<file path="src/rtl/reclone_tmds_pkg.sv">
// Shared TMDS definitions: control symbols, clock-channel pattern, word/half payloads,
// gearbox state encoding and the word-to-half split helper.
package reclone_tmds_pkg;

  localparam int unsigned SYM_W      = 10;
  localparam int unsigned HALF_W     = 5;
  localparam int unsigned WORD_W     = 4 * SYM_W;
  localparam int unsigned FILL_CNT_W = 8;
  localparam int unsigned LOCK_WIN_W = 8;

  // DVI control-period symbols indexed by {C1, C0}
  localparam logic [SYM_W-1:0] TMDS_CTRL_00 = 10'b1101010100;
  localparam logic [SYM_W-1:0] TMDS_CTRL_01 = 10'b0010101011;
  localparam logic [SYM_W-1:0] TMDS_CTRL_10 = 10'b0101010100;
  localparam logic [SYM_W-1:0] TMDS_CTRL_11 = 10'b1010101011;

  localparam logic [SYM_W-1:0] TMDS_CLK_PATTERN = 10'b0000011111;

  typedef struct packed {
    logic [SYM_W-1:0] ch_c;
    logic [SYM_W-1:0] ch2;
    logic [SYM_W-1:0] ch1;
    logic [SYM_W-1:0] ch0;
  } tmds_word_t;

  typedef struct packed {
    logic [HALF_W-1:0] ch_c;
    logic [HALF_W-1:0] ch2;
    logic [HALF_W-1:0] ch1;
    logic [HALF_W-1:0] ch0;
  } tmds_half_t;

  typedef enum logic [1:0] {
    WAIT_FILL = 2'd0,
    STREAM_LO = 2'd1,
    STREAM_HI = 2'd2,
    IDLE_HI   = 2'd3
  } gearbox_state_e;

  // Selects bits [4:0] (upper = 0) or [9:5] (upper = 1) of every channel
  function automatic tmds_half_t half_of(tmds_word_t w, logic upper);
    tmds_half_t h;
    h.ch_c = upper ? w.ch_c[SYM_W-1:HALF_W] : w.ch_c[HALF_W-1:0];
    h.ch2  = upper ? w.ch2[SYM_W-1:HALF_W]  : w.ch2[HALF_W-1:0];
    h.ch1  = upper ? w.ch1[SYM_W-1:HALF_W]  : w.ch1[HALF_W-1:0];
    h.ch0  = upper ? w.ch0[SYM_W-1:HALF_W]  : w.ch0[HALF_W-1:0];
    return h;
  endfunction

  localparam tmds_word_t IDLE_WORD =
    tmds_word_t'({TMDS_CLK_PATTERN, TMDS_CTRL_00, TMDS_CTRL_00, TMDS_CTRL_00});
  localparam tmds_half_t IDLE_HALF_LO = half_of(IDLE_WORD, 1'b0);
  localparam tmds_half_t IDLE_HALF_HI = half_of(IDLE_WORD, 1'b1);

endpackage

</file>
<file path="src/rtl/tmds_gearbox_sequencer_if.sv">
// FIFO read-side bundle between the pixel-to-load async FIFO (master) and the
// gearbox sequencer (slave); the FIFO is first-word-fall-through.
interface tmds_gearbox_sequencer_if;
  import reclone_tmds_pkg::*;

  logic       fifoEmpty;
  tmds_word_t fifoData;
  logic       fifoReadEnable;

  modport master (output fifoEmpty, output fifoData, input fifoReadEnable);
  modport slave  (input fifoEmpty, input fifoData, output fifoReadEnable);

endinterface

</file>
<file path="src/rtl/tmds_saturating_counter.sv">
// Saturating up-counter with synchronous clear; clear together with increment loads 1.
module tmds_saturating_counter #(
  parameter int unsigned WIDTH = 16
) (
  input  logic             clk,
  input  logic             rst_n,
  input  logic             inc,
  input  logic             clr,
  output logic [WIDTH-1:0] count
);

  logic [WIDTH-1:0] count_q;
  logic [WIDTH-1:0] count_d;

  always_comb begin
    count_d = count_q;
    if (clr) begin
      count_d = inc ? WIDTH'(1) : '0;
    end else if (inc && (count_q != '1)) begin
      count_d = count_q + WIDTH'(1);
    end
  end

  always_ff @(posedge clk or negedge rst_n) begin
    if (!rst_n) begin
      count_q <= '0;
    end else begin
      count_q <= count_d;
    end
  end

  assign count = count_q;

endmodule

</file>
<file path="src/rtl/tmds_gearbox_sequencer.sv">
// Pops one 40-bit TMDS word per two load cycles and emits low then high 5-bit halves per channel.
// Underflow/lock statistics are built only when TMDS_GEARBOX_STATS_EN is defined.
module tmds_gearbox_sequencer
  import reclone_tmds_pkg::*;
#(
  parameter int unsigned FILL_WAIT   = 4,
  parameter int unsigned COUNT_WIDTH = 16
) (
  input  logic                   clock,
  input  logic                   asyncResetN,
  input  logic                   streamEnable,
  tmds_gearbox_sequencer_if.slave fifo,
  output logic [HALF_W-1:0]      lvds0Data,
  output logic [HALF_W-1:0]      lvds1Data,
  output logic [HALF_W-1:0]      lvds2Data,
  output logic [HALF_W-1:0]      lvdsCData,
  output logic                   locked,
  output logic                   underflowPulse,
  output logic [COUNT_WIDTH-1:0] underflowCount,
  input  logic                   clearStats
);

  gearbox_state_e          state_q, state_d;
  logic                    phase_q, phase_d;
  logic [FILL_CNT_W-1:0]   fill_q, fill_d;
  tmds_half_t              hold_q, hold_d;
  tmds_half_t              out_q, out_d;
  logic                    pulse_q, pulse_d;
  logic                    locked_q, locked_d;
  logic                    pop_c;
  logic                    underflow_c;

  // Slot sequencing; WAIT_FILL keeps an idle lo/hi pair cadence so it only exits on a pair boundary
  always_comb begin
    state_d     = state_q;
    phase_d     = 1'b0;
    fill_d      = '0;
    hold_d      = hold_q;
    out_d       = IDLE_HALF_LO;
    pop_c       = 1'b0;
    underflow_c = 1'b0;
    case (state_q)
      WAIT_FILL: begin
        phase_d = ~phase_q;
        out_d   = phase_q ? IDLE_HALF_HI : IDLE_HALF_LO;
        if (!fifo.fifoEmpty) begin
          fill_d = (fill_q == '1) ? fill_q : fill_q + FILL_CNT_W'(1);
        end
        if (phase_q && streamEnable && (fill_q >= FILL_CNT_W'(FILL_WAIT))) begin
          state_d = STREAM_LO;
        end
      end
      STREAM_LO: begin
        state_d = IDLE_HI;
        if (streamEnable && fifo.fifoEmpty) begin
          underflow_c = 1'b1;
        end else if (streamEnable) begin
          pop_c   = 1'b1;
          out_d   = half_of(fifo.fifoData, 1'b0);
          hold_d  = half_of(fifo.fifoData, 1'b1);
          state_d = STREAM_HI;
        end
      end
      STREAM_HI: begin
        out_d   = hold_q;
        state_d = STREAM_LO;
      end
      IDLE_HI: begin
        out_d   = IDLE_HALF_HI;
        state_d = streamEnable ? STREAM_LO : WAIT_FILL;
      end
      default: begin
        state_d = WAIT_FILL;
      end
    endcase
  end

  assign fifo.fifoReadEnable = pop_c;

`ifdef TMDS_GEARBOX_STATS_EN
  logic [LOCK_WIN_W-1:0] lock_win;

  tmds_saturating_counter #(.WIDTH(COUNT_WIDTH)) u_underflow_cnt (
    .clk   (clock),
    .rst_n (asyncResetN),
    .inc   (underflow_c),
    .clr   (clearStats),
    .count (underflowCount)
  );

  // Counts good word slots since the last underflow or fill period
  tmds_saturating_counter #(.WIDTH(LOCK_WIN_W)) u_lock_win (
    .clk   (clock),
    .rst_n (asyncResetN),
    .inc   (pop_c),
    .clr   (underflow_c || (state_q == WAIT_FILL)),
    .count (lock_win)
  );

  always_comb begin
    pulse_d  = underflow_c;
    locked_d = (state_d != WAIT_FILL) && !underflow_c &&
               (locked_q || (pop_c && (lock_win == '1)));
  end
`else
  logic unused_stats;
  assign unused_stats   = clearStats ^ underflow_c;
  assign underflowCount = '0;

  always_comb begin
    pulse_d  = 1'b0;
    locked_d = (state_d != WAIT_FILL);
  end
`endif

  always_ff @(posedge clock or negedge asyncResetN) begin
    if (!asyncResetN) begin
      state_q  <= WAIT_FILL;
      phase_q  <= 1'b0;
      fill_q   <= '0;
      hold_q   <= IDLE_HALF_HI;
      out_q    <= IDLE_HALF_LO;
      pulse_q  <= 1'b0;
      locked_q <= 1'b0;
    end else begin
      state_q  <= state_d;
      phase_q  <= phase_d;
      fill_q   <= fill_d;
      hold_q   <= hold_d;
      out_q    <= out_d;
      pulse_q  <= pulse_d;
      locked_q <= locked_d;
    end
  end

  assign lvds0Data      = out_q.ch0;
  assign lvds1Data      = out_q.ch1;
  assign lvds2Data      = out_q.ch2;
  assign lvdsCData      = out_q.ch_c;
  assign underflowPulse = pulse_q;
  assign locked         = locked_q;

endmodule

</file>
<file path="src/flat_wrapper.sv">
// flat-port wrapper written by rule: the top's interface ports become plain ports
module tmds_gearbox_sequencer_flat import reclone_tmds_pkg::*;
#(
  parameter int unsigned FILL_WAIT   = 4,
  parameter int unsigned COUNT_WIDTH = 16
)
  (clock, asyncResetN, streamEnable, lvds0Data, lvds1Data, lvds2Data, lvdsCData, locked, underflowPulse, underflowCount, clearStats, fifo_fifoEmpty, fifo_fifoData, fifo_fifoReadEnable);
  tmds_gearbox_sequencer_if fifo_i ();
  input  logic clock;
  input  logic asyncResetN;
  input  logic streamEnable;
  output logic [HALF_W-1:0] lvds0Data;
  output logic [HALF_W-1:0] lvds1Data;
  output logic [HALF_W-1:0] lvds2Data;
  output logic [HALF_W-1:0] lvdsCData;
  output logic locked;
  output logic underflowPulse;
  output logic [COUNT_WIDTH-1:0] underflowCount;
  input  logic clearStats;
  input wire logic [$bits(fifo_i.fifoEmpty)-1:0] fifo_fifoEmpty;
  input wire logic [$bits(fifo_i.fifoData)-1:0] fifo_fifoData;
  output wire logic [$bits(fifo_i.fifoReadEnable)-1:0] fifo_fifoReadEnable;
  assign fifo_i.fifoEmpty = fifo_fifoEmpty;
  assign fifo_i.fifoData = fifo_fifoData;
  assign fifo_fifoReadEnable = fifo_i.fifoReadEnable;
  tmds_gearbox_sequencer #(.FILL_WAIT(FILL_WAIT), .COUNT_WIDTH(COUNT_WIDTH)) u_core (.clock(clock), .asyncResetN(asyncResetN), .streamEnable(streamEnable), .fifo(fifo_i), .lvds0Data(lvds0Data), .lvds1Data(lvds1Data), .lvds2Data(lvds2Data), .lvdsCData(lvdsCData), .locked(locked), .underflowPulse(underflowPulse), .underflowCount(underflowCount), .clearStats(clearStats));
endmodule
</file>
<file path="config.mk">
export PLATFORM = sky130hd
export DESIGN_NAME = tmds_gearbox_sequencer_flat
export DESIGN_NICKNAME = d
export VERILOG_FILES = /design/src/rtl/reclone_tmds_pkg.sv /design/src/rtl/tmds_gearbox_sequencer_if.sv /design/src/rtl/tmds_saturating_counter.sv /design/src/rtl/tmds_gearbox_sequencer.sv /design/src/flat_wrapper.sv
export SDC_FILE = /design/constraint.sdc
export NUM_CORES = 1
export LEC_CHECK = 0
export BUFFER_PORTS_ARGS = -buffer_cell sky130_fd_sc_hd__buf_2
export CORE_MARGIN = 2
export CORE_UTILIZATION = 41
export DETAILED_ROUTE_END_ITERATION = 6
export MAX_ROUTING_LAYER = met4
export PLACE_DENSITY = 0.67
export SYNTH_ARGS = -nofsm -noshare
export SYNTH_HDL_FRONTEND = slang
export SYNTH_HIERARCHICAL = 1
export SYNTH_SLANG_ARGS = --single-unit
</file>
<file path="constraint.sdc">
create_clock -name clock -period 1.85 [get_ports clock]
set_input_delay 0.0925 -clock clock [delete_from_list [all_inputs] [get_ports clock]]
set_output_delay 0.0925 -clock clock [all_outputs]
set_load 0.05 [all_outputs]
</file>
Word level (Yosys, flattened, before mapping):

Cells that the tools add are included.

* add/sub/neg operators: 1
* $mul: 0
* div/mod/pow operators: 0
* order comparisons: 1
* equality and inequality tests: 5
* shift operators: 0
* muxes and demuxes: 16
* bitwise gates (word level): 2
* reduce and logical (&&, ||, !) cells: 6

Operators with widths (count)
* $pmux 20 s4: 1
* $mux 20: 3
* $mux 8: 3
* $add 8x1->8 const B: 1
* $eq 8x8->1 const B: 1
* $ge 8x3->1 const B: 1
* $pmux 2 s4: 1
* $mux 1: 6
* $eq 2x2->1 const B: 2
* $mux 2: 2
* $logic_and 1x1->1: 3
* $ne 3x3->1 const B: 1
* $reduce_and 3->1: 1
* $eq 2x1->1 const B: 1
* $logic_not 2->1: 1
* $not 1->1: 2
* $reduce_bool 2->1: 1

* register bits after elaboration: 52
* latch bits: 0
* bits in writable memories: 0
* memory bits (read-only): 0
* bits of input ports: 45
* output and inout bits: 39
* word-level logic and storage cells: 43
* memories kept: 0

Logic depth before layout (Yosys ltp):

* word-level depth: 5
* depth in mapped cells: 8
* mapped depth without buffers: 5

Worst setup path before layout:

OpenSTA, ideal clock, no wires.

* path kind: reg2reg
* start: register u_core.state_q[1]
* end: register u_core/hold_q[0] in the netlist's numbering
* setup time: 0.125 ns
* arrival: 1.337 ns
* required time: 1.725 ns
* path slack: 0.388 ns
* stages on the path, launching flop included: 8
* path buffers: 3
* clock period less this slack: 1.462 ns
* path through: dfrtp_1 buf_4 nor2b_4 buf_6 nand3_4 inv_4 buf_12 mux2_4

* word-level cells in the longest chain between the ends: 2

RTL lines
* start: declaration: RTL line tmds_gearbox_sequencer.sv:23 `gearbox_state_e state_q, state_d;`
* start signal: assignment: RTL line tmds_gearbox_sequencer.sv:126 `state_q <= state_d;`
* $eq 2x1->1: RTL line tmds_gearbox_sequencer.sv:42 `case (state_q)`
* $reduce_and 3->1 (no source line)
* end signal: assignment: RTL line tmds_gearbox_sequencer.sv:129 `hold_q <= hold_d;`
* end: declaration: RTL line tmds_gearbox_sequencer.sv:26 `tmds_half_t hold_q, hold_d;`

No other way between the ends.
A chain may end at the register's enable or synchronous reset.

Worst setup path in the final report:

* start: register u_core.state_q[1]
* end: output fifo_fifoReadEnable

* word-level cells in the longest chain between the ends: 2

RTL lines
* $eq 2x1->1: RTL line tmds_gearbox_sequencer.sv:42
* $mux 1: RTL line tmds_gearbox_sequencer.sv:42
* end: declaration: RTL line flat_wrapper.sv:22 `output wire logic [$bits(fifo_i.fifoReadEnable)-1:0] fifo_fifoReadEnable;`

No other way between the ends.

==> impl_metrics.env <==
export IMPL_slew_violations=0
export IMPL_cts_buffers=5
export IMPL_synth_top_flop_cell="dfrtp_1"
export IMPL_dp_cells=326
export IMPL_cts_max_level=2
export IMPL_clock_sinks=52
export IMPL_startpoint="u_core/state_q[1]"
export IMPL_syn_area_sq_um=2440
export IMPL_ios=84
export IMPL_status="completed"
export IMPL_rsz0062_at_grt="false"
export IMPL_synth_seq_cells=52
export IMPL_cts_tree="built"
export IMPL_worstPathCellList="nor2b_4 -> nand3_4 -> inv_6 -> buf_2"
export IMPL_layout_drive_gt1_share_pct=45.5
export IMPL_diodes=0
export IMPL_r2r_start="u_core/fill_q[1]"
export IMPL_cts_root_buf="clkbuf_8"
export IMPL_fin_cells=343
export IMPL_ir_drop_mv=0.830
export IMPL_setup_slack_ps=123
export IMPL_fin_crit_sh_pct=93.3
export IMPL_antenna_found_initial=0
export IMPL_reg2reg_slack_ps=310
export IMPL_detail_route_iter0_violations=76
export IMPL_cts_setup_buffers=0
export IMPL_finish_utilization_pct=50.3
export IMPL_grt_max_degree=53
export IMPL_fin_tns_setup_ps=0
export IMPL_power_leakage_nw=1.38
export IMPL_gp_congestion=0.883
export IMPL_die_w_um=81.1
export IMPL_first_global_vias=1621
export IMPL_finalCriticalPeriod_ps=1730
export IMPL_cp_start_kind="register"
export IMPL_min_path_type="input port to register"
export IMPL_clock_latency_ps=300
export IMPL_yosysSeqAreaShare_pct=54.4
export IMPL_crit_slowest_cell="dfrtp_1"
export IMPL_tightest_slew_ps=641
export IMPL_area_delta_synth_final_pct=20.7
export IMPL_p_per_area_nw_per_um2=1700
export IMPL_slew_headroom_pct=57.3
export IMPL_critPathRequiredTime_ps=1760
export IMPL_drt_total_wl_um=4570
export IMPL_path_clk_slew_ps=100
export IMPL_die_area_sq_um=6580
export IMPL_fp_row_count=28
export IMPL_cts_buffer_depth=2
export IMPL_postRouteAntennaNets=0
export IMPL_drc=0
export IMPL_io_buffers=65
export IMPL_overflow=0
export IMPL_die_y_um=81.1
export IMPL_crit_path_max_incr_delay_ps=430
export IMPL_crit_path_end_kind="primary output"
export IMPL_place_area_sq_um=2740
export IMPL_fmax_ghz=0.579
export IMPL_via_count=1647
export IMPL_synth_cell_types=37
export IMPL_grt_pass1_wl_um=7600
export IMPL_synth_edff_count=0
export IMPL_finalHoldViolations=0
export IMPL_syn_area_per_cell_sq_um=12.8
export IMPL_pre_cts_ws_ps=330
export IMPL_ys_warn_count=6
export IMPL_dpl_hpwl_um=3120
export IMPL_setup_viol=0
export IMPL_vias_per_cell=4.80
export IMPL_maxCapViolations=0
export IMPL_crit_arrival_ps=1630
export IMPL_avgRoutedWirePerCell_um=13.3
export IMPL_design_area_sq_um=2940
export IMPL_path_buf_inv=2
export IMPL_drt_pass1_iterations=4
export IMPL_holdCritStartpoint="fifo_fifoData[6]"
export IMPL_layout_nets=314
export IMPL_core_area_sq_um=5850
export IMPL_track_usage_pct=15.6
export IMPL_cp_max_fo=30
export IMPL_async_flop_share_pct=100
export IMPL_initial_core_util_pct=41.7
export IMPL_critPathTopFamily="buffers and inverters"
export IMPL_clock_skew_ps=5.39
export IMPL_crit_type="register to primary output"
export IMPL_synth_cells=191
[final timing paths]
check                                 endpoint  cells after the start
setup / recovery           fifo_fifoReadEnable                      4
hold / removal                u_core/hold_q[1]                      2
setup reg to reg              u_core/fill_q[3]                      4
hold reg to reg                 u_core/phase_q                      1
max in group asynchronous     u_core/fill_q[3]                      3
min in group asynchronous  u_core/lvds0Data[0]                      3
[report_power, final]
part | switching, mW | total [mW] | internal (mW)
Sequential | 0.201 | 1.96 | 1.76
Clock | 0.372 | 0.779 | 0.407
Combinational | 1.47 | 2.28 | 0.812
[logic make-up after synthesis]
| logic type | synth area share [%] |
|---|---|
| adder cells (fa/ha/maj) | 1.03 |
| AND/OR/NAND/NOR | 10.3 |
| AO/OA/AOI/OAI | 11.3 |
| flip-flops | 54.4 |
| buffers and inverters | 9.74 |
| other | 0.154 |
| multiplexers | 13.1 |
[flip-flops by register name, indices dropped and copies added (netlist names)]
signal	count
u_core/lvdsCData	5
u_core/lvds0Data	5
u_core/fill_q	8
u_core/phase_q	1
u_core/hold_q	20
u_core/locked	1
u_core/lvds2Data	5
u_core/state_q	2
u_core/lvds1Data	5
[routing by layer]
layer | wire length [um] | track usage [%]
met1 | 2060 | 19.8
met2 | 2140 | 24.1
met3 | 271 | 3.67
met4 | 91 | 6.44
met5 | 0 | -
[synthesized netlist by cell type, types with 2 or more instances]
| cell type | n | area share [%] |
|---|---|---|
| dfrtp_1 | 32 | 33 |
| dfstp_2 | 20 | 22 |
| mux2_4 | 20 | 12 |
| buf_4 | 19 | 5.8 |
| nand2_1 | 11 | 1.7 |
| nor2_1 | 11 | 1.7 |
| o21ai_0 | 10 | 2.1 |
| a221o_1 | 8 | 3.3 |
| nor3_1 | 6 | 1.2 |
| inv_1 | 5 | 0.77 |
| nand3_1 | 5 | 1.0 |
| a21oi_1 | 4 | 0.82 |
| a22oi_1 | 4 | 1.2 |
| nand2b_1 | 3 | 0.77 |
| o22a_1 | 3 | 1.1 |
| a31oi_1 | 2 | 0.51 |
| buf_12 | 2 | 1.6 |
| buf_6 | 2 | 0.92 |
| clkbuf_1 | 2 | 0.31 |
| ha_1 | 2 | 1.0 |
| mux2i_1 | 2 | 0.82 |
| nor2b_1 | 2 | 0.51 |
| or4_1 | 2 | 0.62 |
[placed cells by master, fill, tap and decap left out, drive strengths merged, types with 3 or more instances in the layout]
cell,synthesis,final
dlygate4sd3,0,9
nor3,6,6
mux2,20,20
conb,1,17
nand3,6,6
a21oi,4,4
nor2b,3,3
dfstp,20,20
nand2,11,11
a221o,8,8
o21ai,10,10
nor2,11,11
clkbuf,2,5
buf,23,69
o22a,3,3
inv,6,7
nand2b,3,3
a22oi,4,4
dfrtp,32,32
[stage by stage]
stage          power, mW  hold slack, ps
2_1_floorplan       3.87            -203
3_3_place_gp        4.21             246
3_5_place_dp        4.25             243
4_1_cts             5.07            3.14
5_1_grt             5.33            2.12
6_report            5.02            14.9
[cell type report]
type | count | area, sq um
clock inverters | 3 | 46.3
inverters | 6 | 27.5
well taps | 75 | 93.8
clock buffers | 5 | 68.8
fillers | 537 | 2910
multi-input cells | 124 | 936
flip-flops and latches | 52 | 1330
repair buffers | 78 | 445
[what timing repair did]
action | 4_1_cts | 5_1_grt
resized for setup | 0 | 1
endpoints found under the setup margin | 0 | 1
endpoints found under the hold margin | 39 | 1
hold buffers | 8 | 1
Power figures use the tool's default switching activity.
